`config.mk`:
```
export PLATFORM = sky130hd
export DESIGN_NAME = mirfak_muldiv_issue
export DESIGN_NICKNAME = d
export VERILOG_FILES = /design/src/rtl/mirfak_muldiv_pkg.sv /design/src/rtl/mirfak_muldiv_issue.sv
export SDC_FILE = /design/constraint.sdc
export NUM_CORES = 1
export LEC_CHECK = 0
export ABC_AREA = 1
export CAP_MARGIN = 20
export CORE_UTILIZATION = 43
export CTS_CLUSTER_SIZE = 40
export DETAILED_ROUTE_END_ITERATION = 8
export HOLD_SLACK_MARGIN = 0.12
export PLACE_DENSITY = 0.84
export SLEW_MARGIN = 20
export SYNTH_ARGS = -nofsm -noshare
export SYNTH_HDL_FRONTEND = slang
export SYNTH_SLANG_ARGS = --single-unit
```
`constraint.sdc`:
```
create_clock -name clk_i -period 2.69 [get_ports clk_i]
set_input_delay 0.4035 -clock clk_i [delete_from_list [all_inputs] [get_ports clk_i]]
set_output_delay 0.4035 -clock clk_i [all_outputs]
set_load 0.01 [all_outputs]
```
`src/rtl/mirfak_muldiv_pkg.sv`:
```
// Shared encodings for the M-extension issue logic: unit command codes,
// issue FSM states and the funct7 that marks an RV32M instruction.
package mirfak_muldiv_pkg;

    localparam logic [1:0] MULT_MUL    = 2'b00;
    localparam logic [1:0] MULT_MULH   = 2'b01;
    localparam logic [1:0] MULT_MULHSU = 2'b10;
    localparam logic [1:0] MULT_MULHU  = 2'b11;

    localparam logic [1:0] DIV_DIV  = 2'b00;
    localparam logic [1:0] DIV_DIVU = 2'b01;
    localparam logic [1:0] DIV_REM  = 2'b10;
    localparam logic [1:0] DIV_REMU = 2'b11;

    localparam logic [6:0] FUNCT7_MULDIV = 7'b0000001;

    typedef enum logic [1:0] {
        MD_IDLE  = 2'd0,
        MD_ISSUE = 2'd1,
        MD_WAIT  = 2'd2,
        MD_DONE  = 2'd3
    } md_state_e;

    // funct3[2] splits RV32M into the multiply group (0) and the divide group (1).
    function automatic logic is_div(input logic [2:0] funct3);
        return funct3[2];
    endfunction

endpackage

```
`src/rtl/mirfak_muldiv_issue.sv`:
```
// EX-stage initiator for the multiplier/divider. Latches the request, pulses the
// selected unit's enable, waits for its ack (or times out / gets killed), and
// holds the captured result until writeback takes it.
//
// state    | meaning
// ---------+-----------------------------------------------------------
// MD_IDLE  | no operation in flight; a request latches operands/cmd
// MD_ISSUE | enable pulse to the selected unit, timeout counter cleared
// MD_WAIT  | waiting for ack; kill or timeout aborts back to idle
// MD_DONE  | result valid; leaves when writeback accepts or on kill
module mirfak_muldiv_issue
    import mirfak_muldiv_pkg::*;
#(
    parameter int TIMEOUT_CYCLES = 64
) (
    input  logic        clk_i,
    input  logic        rst_i,
    input  logic        ex_valid_i,
    input  logic        ex_muldiv_i,
    input  logic [2:0]  ex_funct3_i,
    input  logic [31:0] ex_rs1_i,
    input  logic [31:0] ex_rs2_i,
    input  logic        ex_kill_i,
    input  logic        wb_stall_i,
    output logic        ex_stall_o,
    output logic [31:0] md_result_o,
    output logic        md_valid_o,
    output logic        md_timeout_o,
    output logic [31:0] mult_op1,
    output logic [31:0] mult_op2,
    output logic [1:0]  mult_cmd,
    output logic        mult_enable,
    output logic        mult_abort,
    input  logic [31:0] mult_result,
    input  logic        mult_ack,
    output logic [31:0] div_op1,
    output logic [31:0] div_op2,
    output logic [1:0]  div_cmd,
    output logic        div_enable,
    output logic        div_abort,
    input  logic [31:0] div_result,
    input  logic        div_ack
);

    localparam int               CNT_W    = $clog2(TIMEOUT_CYCLES);
    localparam logic [CNT_W-1:0] CNT_LAST = CNT_W'(TIMEOUT_CYCLES - 1);

    md_state_e         state_q, state_d;
    logic              unit_q, unit_d;      // 1: divider selected
    logic [31:0]       mult_op1_q, mult_op1_d;
    logic [31:0]       mult_op2_q, mult_op2_d;
    logic [1:0]        mult_cmd_q, mult_cmd_d;
    logic [31:0]       div_op1_q, div_op1_d;
    logic [31:0]       div_op2_q, div_op2_d;
    logic [1:0]        div_cmd_q, div_cmd_d;
    logic [31:0]       result_q, result_d;
    logic [CNT_W-1:0]  cnt_q, cnt_d;

    logic              req;
    logic              ack_sel;
    logic [31:0]       result_sel;
    logic              enable_sel;
    logic              abort_sel;
    logic              timeout;

    assign req        = ex_valid_i & ex_muldiv_i & ~ex_kill_i;
    assign ack_sel    = unit_q ? div_ack : mult_ack;
    assign result_sel = unit_q ? div_result : mult_result;

    // Next-state, operand latching, result capture and timeout counting.
    always_comb begin
        state_d    = state_q;
        unit_d     = unit_q;
        mult_op1_d = mult_op1_q;
        mult_op2_d = mult_op2_q;
        mult_cmd_d = mult_cmd_q;
        div_op1_d  = div_op1_q;
        div_op2_d  = div_op2_q;
        div_cmd_d  = div_cmd_q;
        result_d   = result_q;
        cnt_d      = cnt_q;
        enable_sel = 1'b0;
        abort_sel  = 1'b0;
        timeout    = 1'b0;
        case (state_q)
            MD_IDLE: begin
                if (req) begin
                    unit_d = is_div(ex_funct3_i);
                    if (is_div(ex_funct3_i)) begin
                        div_op1_d = ex_rs1_i;
                        div_op2_d = ex_rs2_i;
                        div_cmd_d = ex_funct3_i[1:0];
                    end else begin
                        mult_op1_d = ex_rs1_i;
                        mult_op2_d = ex_rs2_i;
                        mult_cmd_d = ex_funct3_i[1:0];
                    end
                    state_d = MD_ISSUE;
                end
            end
            MD_ISSUE: begin
                cnt_d = '0;
                if (ex_kill_i) begin
                    abort_sel = 1'b1;
                    state_d   = MD_IDLE;
                end else begin
                    enable_sel = 1'b1;
                    state_d    = MD_WAIT;
                end
            end
            MD_WAIT: begin
                if (ex_kill_i) begin
                    abort_sel = 1'b1;
                    state_d   = MD_IDLE;
                end else if (ack_sel) begin
                    result_d = result_sel;
                    state_d  = MD_DONE;
                end else if (cnt_q == CNT_LAST) begin
                    abort_sel = 1'b1;
                    timeout   = 1'b1;
                    state_d   = MD_IDLE;
                end else begin
                    cnt_d = cnt_q + CNT_W'(1);
                end
            end
            MD_DONE: begin
                if (ex_kill_i || !wb_stall_i) begin
                    state_d = MD_IDLE;
                end
            end
            default: state_d = MD_IDLE;
        endcase
    end

    // State, operand/command, result and counter registers.
    always_ff @(posedge clk_i) begin
        if (rst_i) begin
            state_q    <= MD_IDLE;
            unit_q     <= 1'b0;
            mult_op1_q <= '0;
            mult_op2_q <= '0;
            mult_cmd_q <= '0;
            div_op1_q  <= '0;
            div_op2_q  <= '0;
            div_cmd_q  <= '0;
            result_q   <= '0;
            cnt_q      <= '0;
        end else begin
            state_q    <= state_d;
            unit_q     <= unit_d;
            mult_op1_q <= mult_op1_d;
            mult_op2_q <= mult_op2_d;
            mult_cmd_q <= mult_cmd_d;
            div_op1_q  <= div_op1_d;
            div_op2_q  <= div_op2_d;
            div_cmd_q  <= div_cmd_d;
            result_q   <= result_d;
            cnt_q      <= cnt_d;
        end
    end

    // Pulses are held low while reset is asserted so a reset mid-operation
    // never emits a stray enable or abort.
    assign mult_enable  = ~rst_i & enable_sel & ~unit_q;
    assign div_enable   = ~rst_i & enable_sel & unit_q;
    assign mult_abort   = ~rst_i & abort_sel & ~unit_q;
    assign div_abort    = ~rst_i & abort_sel & unit_q;
    assign md_timeout_o = ~rst_i & timeout;

    assign mult_op1    = mult_op1_q;
    assign mult_op2    = mult_op2_q;
    assign mult_cmd    = mult_cmd_q;
    assign div_op1     = div_op1_q;
    assign div_op2     = div_op2_q;
    assign div_cmd     = div_cmd_q;
    assign md_result_o = result_q;
    assign md_valid_o  = (state_q == MD_DONE);
    assign ex_stall_o  = req & ~((state_q == MD_DONE) & ~wb_stall_i);

endmodule

```
==> impl_metrics.csv, run 1 <==
group,metric,value,unit
run_status,outcome,"completed",
global_routing,grt_use_met3,0.102,
timing,period_share,0.955,
die,num_rows,45,
cts,cts.sinks,173,
critical_path,path_class,"register to output pin",
cts,cts_max_level,4,
run,timing.max_cap.violations,0,
cells_and_area,regArea,3470,µm²
global_routing,grt_overflow,0,
route,drt_first_pass_iters,6,
yosys,syn_nets,1075,
global_routing,grt_use_met1,0.265,
timing,setup_tns,0,ns
critical_path,cp_max_fo,4,
die,dieArea,16300,µm²
global_routing,grt-busiest-layer,"met2",
cells_and_area,stdcell_count,1435,
cells_and_area,n_antenna_cell,0,
cts,cts_tree,"built",
cells_and_area,layout_common_cells,"clkdlybuf4s50_1, nor2_1, dfxtp_1",
die,die_x,128,µm
timing,finalSetupViolations,0,
die,initial_core_util,0.443,
timing,rsz0062_at_grt,"false",
cts,clk_latency,0.43,ns
critical_path,critical_path_arrival,2.17,ns
cells_and_area,syn_to_final_growth,55.3,%
cts,cts_buffer_depth,2,
route,wl_per_cell,14.6,µm
timing,fin_ws,0.121,ns
yosys,synth.distinct_cells,22,
yosys,synthCells,931,
route,routed_wl,21.0,mm
global_routing,grt_pass1_wl,32.6,mm
route,routed_via_density,4.95,
route,vias,7100,
critical_path,crit_path_end_kind,"output pin",
cts,path_clk_slew,0.06,ns
timing,clock_skew,0.0136,ns
worst_hold_path,min_path_type,"register to register",
timing,finalHoldViolations,0,
global_routing,grt_max_degree,136,
yosys,synth-seq-cells,173,
placed_design,numPortBuffers,309,
cts,ctsHoldBuffers,0,
power,power.density,644,nW/µm²
timing,slew_headroom,0.451,
global_routing,grt_antenna_before_repair,0,
placed_design,preCtsSetupSlack,0.176,ns
placed_design,hpwl,14.6,mm
timing,finalMaxSlewViolations,0,
route,ant_nets,0,
yosys,syn_area_per_cell,7.28,µm²
timing,fin_crit,2.57,ns
cells_and_area,nets,1355,
global_routing,grt_pass1_vias,6680,
die,io_pins,310,
power,leakage,3.96,nW
die,coreArea,15300,µm²
cells_and_area,drive_above_1_share,0.0523,
cts,numCtsBuffers,17,
global_routing,use_met2,0.451,
power,vdd_ir_drop_max,0.000418,V
cells_and_area,multi_input_area,2920,µm²
timing,fmax,389,MHz
yosys,yosys_warnings,0,
placed_design,place.gp.congestion,0.855,
yosys,syn_area,6780,µm²
power,design_power_total,6.78,mW
global_routing,grt.total_usage,0.255,
timing,hold_ws,0.459,ns
placed_design,dp_cells,1403,
die,die_h,128,µm
route,dr.first_iter.drc_count,445,
critical_path,startpoint_type,"register",
cells_and_area,mostFrequentLayoutCell,"clkdlybuf4s50_1",
cts,root_buffer,"clkbuf_16",
cts,cts_setup_buffers,0,
critical_path,worstPathRequired,2.29,ns
timing,worst_pin_slew,0.823,ns
cells_and_area,n_fill_cell,1287,
yosys,yosysSeqAreaShare,0.511,
route,drc,0,
-- cell families after synthesis --
logic type | Yosys count | synth area share
AOI/OAI and AO/OA | 176 | 0.130
and+or+nand+nor | 497 | 0.289
buffers and inverters | 80 | 0.0609
adders and majority gates | 5 | 0.00923
DFF | 173 | 0.511
-- registers in the layout, indices dropped and copies added (netlist names) --
signal and cells:
div_op2 32, state_q 2, mult_cmd 2, unit_q 1, div_cmd 2, cnt_q 6, mult_op1 32, div_op1 32
md_result_o 32, mult_op2 32
-- worst paths after layout --
check                                     start         endpoint  slack (ns)  cells past startpoint
worst max-delay path                 state_q[1]       mult_abort        0.12                      7
worst min-delay path            md_result_o[23]  md_result_o[23]        0.46                      2
worst max register to register       state_q[0]       state_q[1]        0.59                     12
worst min register to register  md_result_o[23]  md_result_o[23]        0.46                      2
-- metrics by stage --
step	instance area, µm²	util
CTS	10500	0.686
floorplan	6780	-
finish	10500	0.688
global placement	9910	0.647
detailed placement	9910	0.647
global route	10500	0.688
-- final cells by class --
type / instances / share of cell area
clock buffers: 17 / 0.0404
well taps: 211 / 0.0251
flip-flops and latches: 173 / 0.329
clock inverters: 15 / 0.0156
inverters: 17 / 0.00606
multi-input cells: 678 / 0.277
repair buffers: 324 / 0.306
-- worst max-delay path: stages, from the launching register on --
cell,delay [ns]
dfxtp_1,0.43
inv_1,0.11
ha_1,0.29
nand2_1,0.06
a21oi_1,0.12
nand2_1,0.11
nor2_1,0.09
clkdlybuf4s50_1,0.53
-- synth_stat cells (all sizes together) --
| library cell | number | share of area |
|---|---|---|
| o21ai | 134 | 0.099 |
| nand4 | 1 | 0.00092 |
| inv | 17 | 0.0094 |
| ha | 5 | 0.0092 |
| nor3 | 1 | 0.00074 |
| a211oi | 1 | 0.0011 |
| nand3 | 47 | 0.036 |
| a21oi | 41 | 0.030 |
| nand2 | 165 | 0.092 |
| nor3b | 1 | 0.0011 |
| nor2 | 282 | 0.16 |
| clkbuf | 29 | 0.016 |
| buf | 34 | 0.035 |
| dfxtp | 173 | 0.51 |
-- layer usage --
layer,vias up,part of all wire
met2,292,0.48
met3,52,0.10
met1,3213,0.38
met4,0,0.033
met5,-,0
li1,3543,-
-- report_power, final --
| part | leakage (nW) | internal (mW) | switching [mW] |
|---|---|---|---|
| combinational | 2.28 | 0.706 | 0.778 |
| clock | 0.283 | 1.38 | 1.07 |
| sequential | 1.40 | 2.74 | 0.106 |
| total | 3.96 | 4.83 | 1.95 |
-- what timing repair did --
action,CTS,global route
resized for setup,3,7
endpoints found under the setup margin,3,3
gates cloned,0,0
Power figures use the tool's default switching activity.
==> inputs of run 2 (changes only) <==
==> constraint.sdc (replaced) <==
create_clock -name clk_i -period 2.69 [get_ports clk_i]
set_input_delay 0.538 -clock clk_i [delete_from_list [all_inputs] [get_ports clk_i]]
set_output_delay 0.538 -clock clk_i [all_outputs]
set_load 0.01 [all_outputs]
==> impl_metrics.csv, run 2 (synthesized netlist as in run 1, its figures left out) <==
group,metric,value,unit
timing,slew_headroom,0.552,
critical_path,critical_path_arrival,2.07,ns
critical_path,rrSetupSlack,0.75,ns
global_routing,grt_pass1_wl,32.9,mm
timing,finalHoldViolations,0,
critical_path,regToRegEndpoint,"md_result_o[23]",
cells_and_area,n_antenna_cell,0,
die,coreArea,15300,µm²
cts,cts_max_level,4,
worst_hold_path,min_path_type,"register to register",
global_routing,grt_pass1_vias,6674,
die,num_rows,45,
cells_and_area,stdcell_count,1444,
run,timing.max_cap.violations,0,
route,vias,7108,
route,dr.first_iter.drc_count,378,
critical_path,path_class,"input pin to output pin",
critical_path,critPathTopFamily,"buffers and inverters",
power,power.density,643,nW/µm²
critical_path,r2r-start,"state_q[0]",
power,comb_power_share,0.221,
global_routing,grt_antenna_before_repair,0,
cts,clk_latency,0.43,ns
die,die_h,128,µm
cts,cts_setup_buffers,0,
critical_path,critPathBufInv,4,
critical_path,worstPathRequired,2.15,ns
cells_and_area,drive_above_1_share,0.0576,
route,routed_via_density,4.92,
power,leakage,4.01,nW
critical_path,slowest_stage,"clkdlybuf4s50_1",
route,drc,0,
placed_design,dp_cells,1411,
cells_and_area,layout_common_cells,"clkdlybuf4s50_1, nor2_1, dfxtp_1",
cts,ctsHoldBuffers,0,
timing,worst_pin_slew,0.672,ns
placed_design,place.gp.congestion,0.847,
power,switching_power,1.95,mW
timing,setup_tns,0,ns
cts,path_clk_slew,0.06,ns
cells_and_area,syn_to_final_growth,56.6,%
route,routed_wl,21.4,mm
critical_path,crit_path_end_kind,"output pin",
cts,cts_buffer_depth,2,
worst_hold_path,holdCritStartpoint,"md_result_o[31]",
cts,root_buffer,"clkbuf_16",
die,dieArea,16300,µm²
cts,cts.sinks,173,
route,drt_first_pass_iters,5,
timing,finalSetupViolations,0,
critical_path,critPathMostFrequentCell,"clkdlybuf4s50_1",
global_routing,grt.total_usage,0.259,
cells_and_area,utilization,0.693,
power,sw_frac_of_total,0.285,
timing,period_share,0.969,
die,io_pins,310,
power,vdd_ir_drop_max,0.000448,V
die,die_x,128,µm
global_routing,grt_max_degree,136,
cts,numCtsBuffers,17,
critical_path,worstPathCellList,"clkdlybuf4s50_1 -> inv_2 -> buf_4 -> nand3_2 -> a21oi_1 -> clkdlybuf4s50_1",
global_routing,grt_overflow,0,
cells_and_area,nets,1364,
die,initial_core_util,0.443,
critical_path,cp_max_fo,4,
power,clkPwrFrac,0.363,
timing,rsz0062_at_grt,"false",
run_status,outcome,"completed",
placed_design,numPortBuffers,309,
timing,clock_skew,0.0116,ns
critical_path,startpoint_type,"input pin",
cts,cts_tree,"built",
route,ant_nets,0,
timing,fmax,384,MHz
placed_design,hpwl,14.8,mm
cells_and_area,mostFrequentLayoutCell,"clkdlybuf4s50_1",
timing,fin_crit,2.61,ns
critical_path,worst_r2r_path_depth,9,
route,wl_per_cell,14.9,µm
critical_path,cpPeakStageDelay,0.56,ns
timing,finalMaxSlewViolations,0,
power,seqPwrFrac,0.416,
worst_hold_path,whs_path_depth,2,
worst_hold_path,hold_end,"md_result_o[31]",
power,p_int,4.88,mW
## run 2: cell count changes in the layout (fill, tap and decap cells not counted), moves of 2 or more
| cell | before | now |
|---|---|---|
| dlygate4sd2_1 | 1 | 3 |
| buf_4 | 13 | 21 |
| clkinvlp_4 | 3 | 1 |
| inv_6 | 2 | 4 |
## run 2: power groups by stage
stage / registers (mW) / clock network, mW / logic, mW
finish: 2.84 / 2.48 / 1.51
global route: 2.86 / 2.65 / 1.66
CTS: 2.84 / 2.52 / 1.51
detailed placement: 2.90 / 0 / 1.49
global placement: 2.89 / 0 / 1.47
floorplan: 2.97 / 0 / 0.678
## run 2: repair_timing
| action | 4_1_cts | 5_1_grt |
|---|---|---|
| resized for setup | 7 | 0 |
| setup endpoints to repair | 3 | 0 |
| endpoints found under the hold margin | 0 | 0 |
## run 2: worst max path at each step
stage	endpoint	slack [ns]	start	depth (start not counted)
floorplan	div_abort	0.92	rst_i	6
global placement	div_abort	-0.06	div_ack	7
detailed placement	div_abort	-0.06	ex_kill_i	6
CTS	ex_stall_o	0.07	ex_kill_i	6
global route	div_abort	0.02	cnt_q[1]	8
finish	ex_stall_o	0.08	ex_kill_i	6
## run 2: per-stage QoR
stage | total power [mW] | worst slack, ns | instance area, µm² | hold WS [ns]
after detailed placement | 4.39 | -0.0635 | 9980 | 0.453
after global routing | 7.17 | 0.0221 | 10600 | 0.488
after global placement | 4.36 | -0.0568 | 9980 | 0.446
after CTS | 6.87 | 0.0713 | 10600 | 0.463
after floorplan | 3.64 | 0.921 | 6780 | 0.483
final | 6.83 | 0.0840 | 10600 | 0.461
## run 2: layout make-up
type                            count  area, µm²
Clock buffer                       19        443
Clock inverter                     13        153
Fill cell                        1261       4700
Inverter                           17       63.8
Multi-Input combinational cell    678       2910
Sequential cell                   173       3460
Tap cell                          211        264
Timing Repair Buffer              333       3310
## run 2: routing by layer
| metal | vias up | routed length (µm) | GRT usage |
|---|---|---|---|
| met1 | 3240 | 8250 | 0.270 |
| met4 | 0 | 441 | 0.0966 |
| li1 | 3565 | - | - |
| met5 | - | 0 | 0 |
| met2 | 270 | 10800 | 0.471 |
| met3 | 33 | 1930 | 0.0959 |
## run 2: worst reg2reg max path, stage by stage, from the launching register on
cell	delay, ns
dfxtp_1	0.40
inv_1	0.10
ha_1	0.22
inv_1	0.22
nor2_4	0.05
buf_4	0.25
nand2_1	0.14
buf_4	0.27
nand2_1	0.10
a21oi_1	0.14
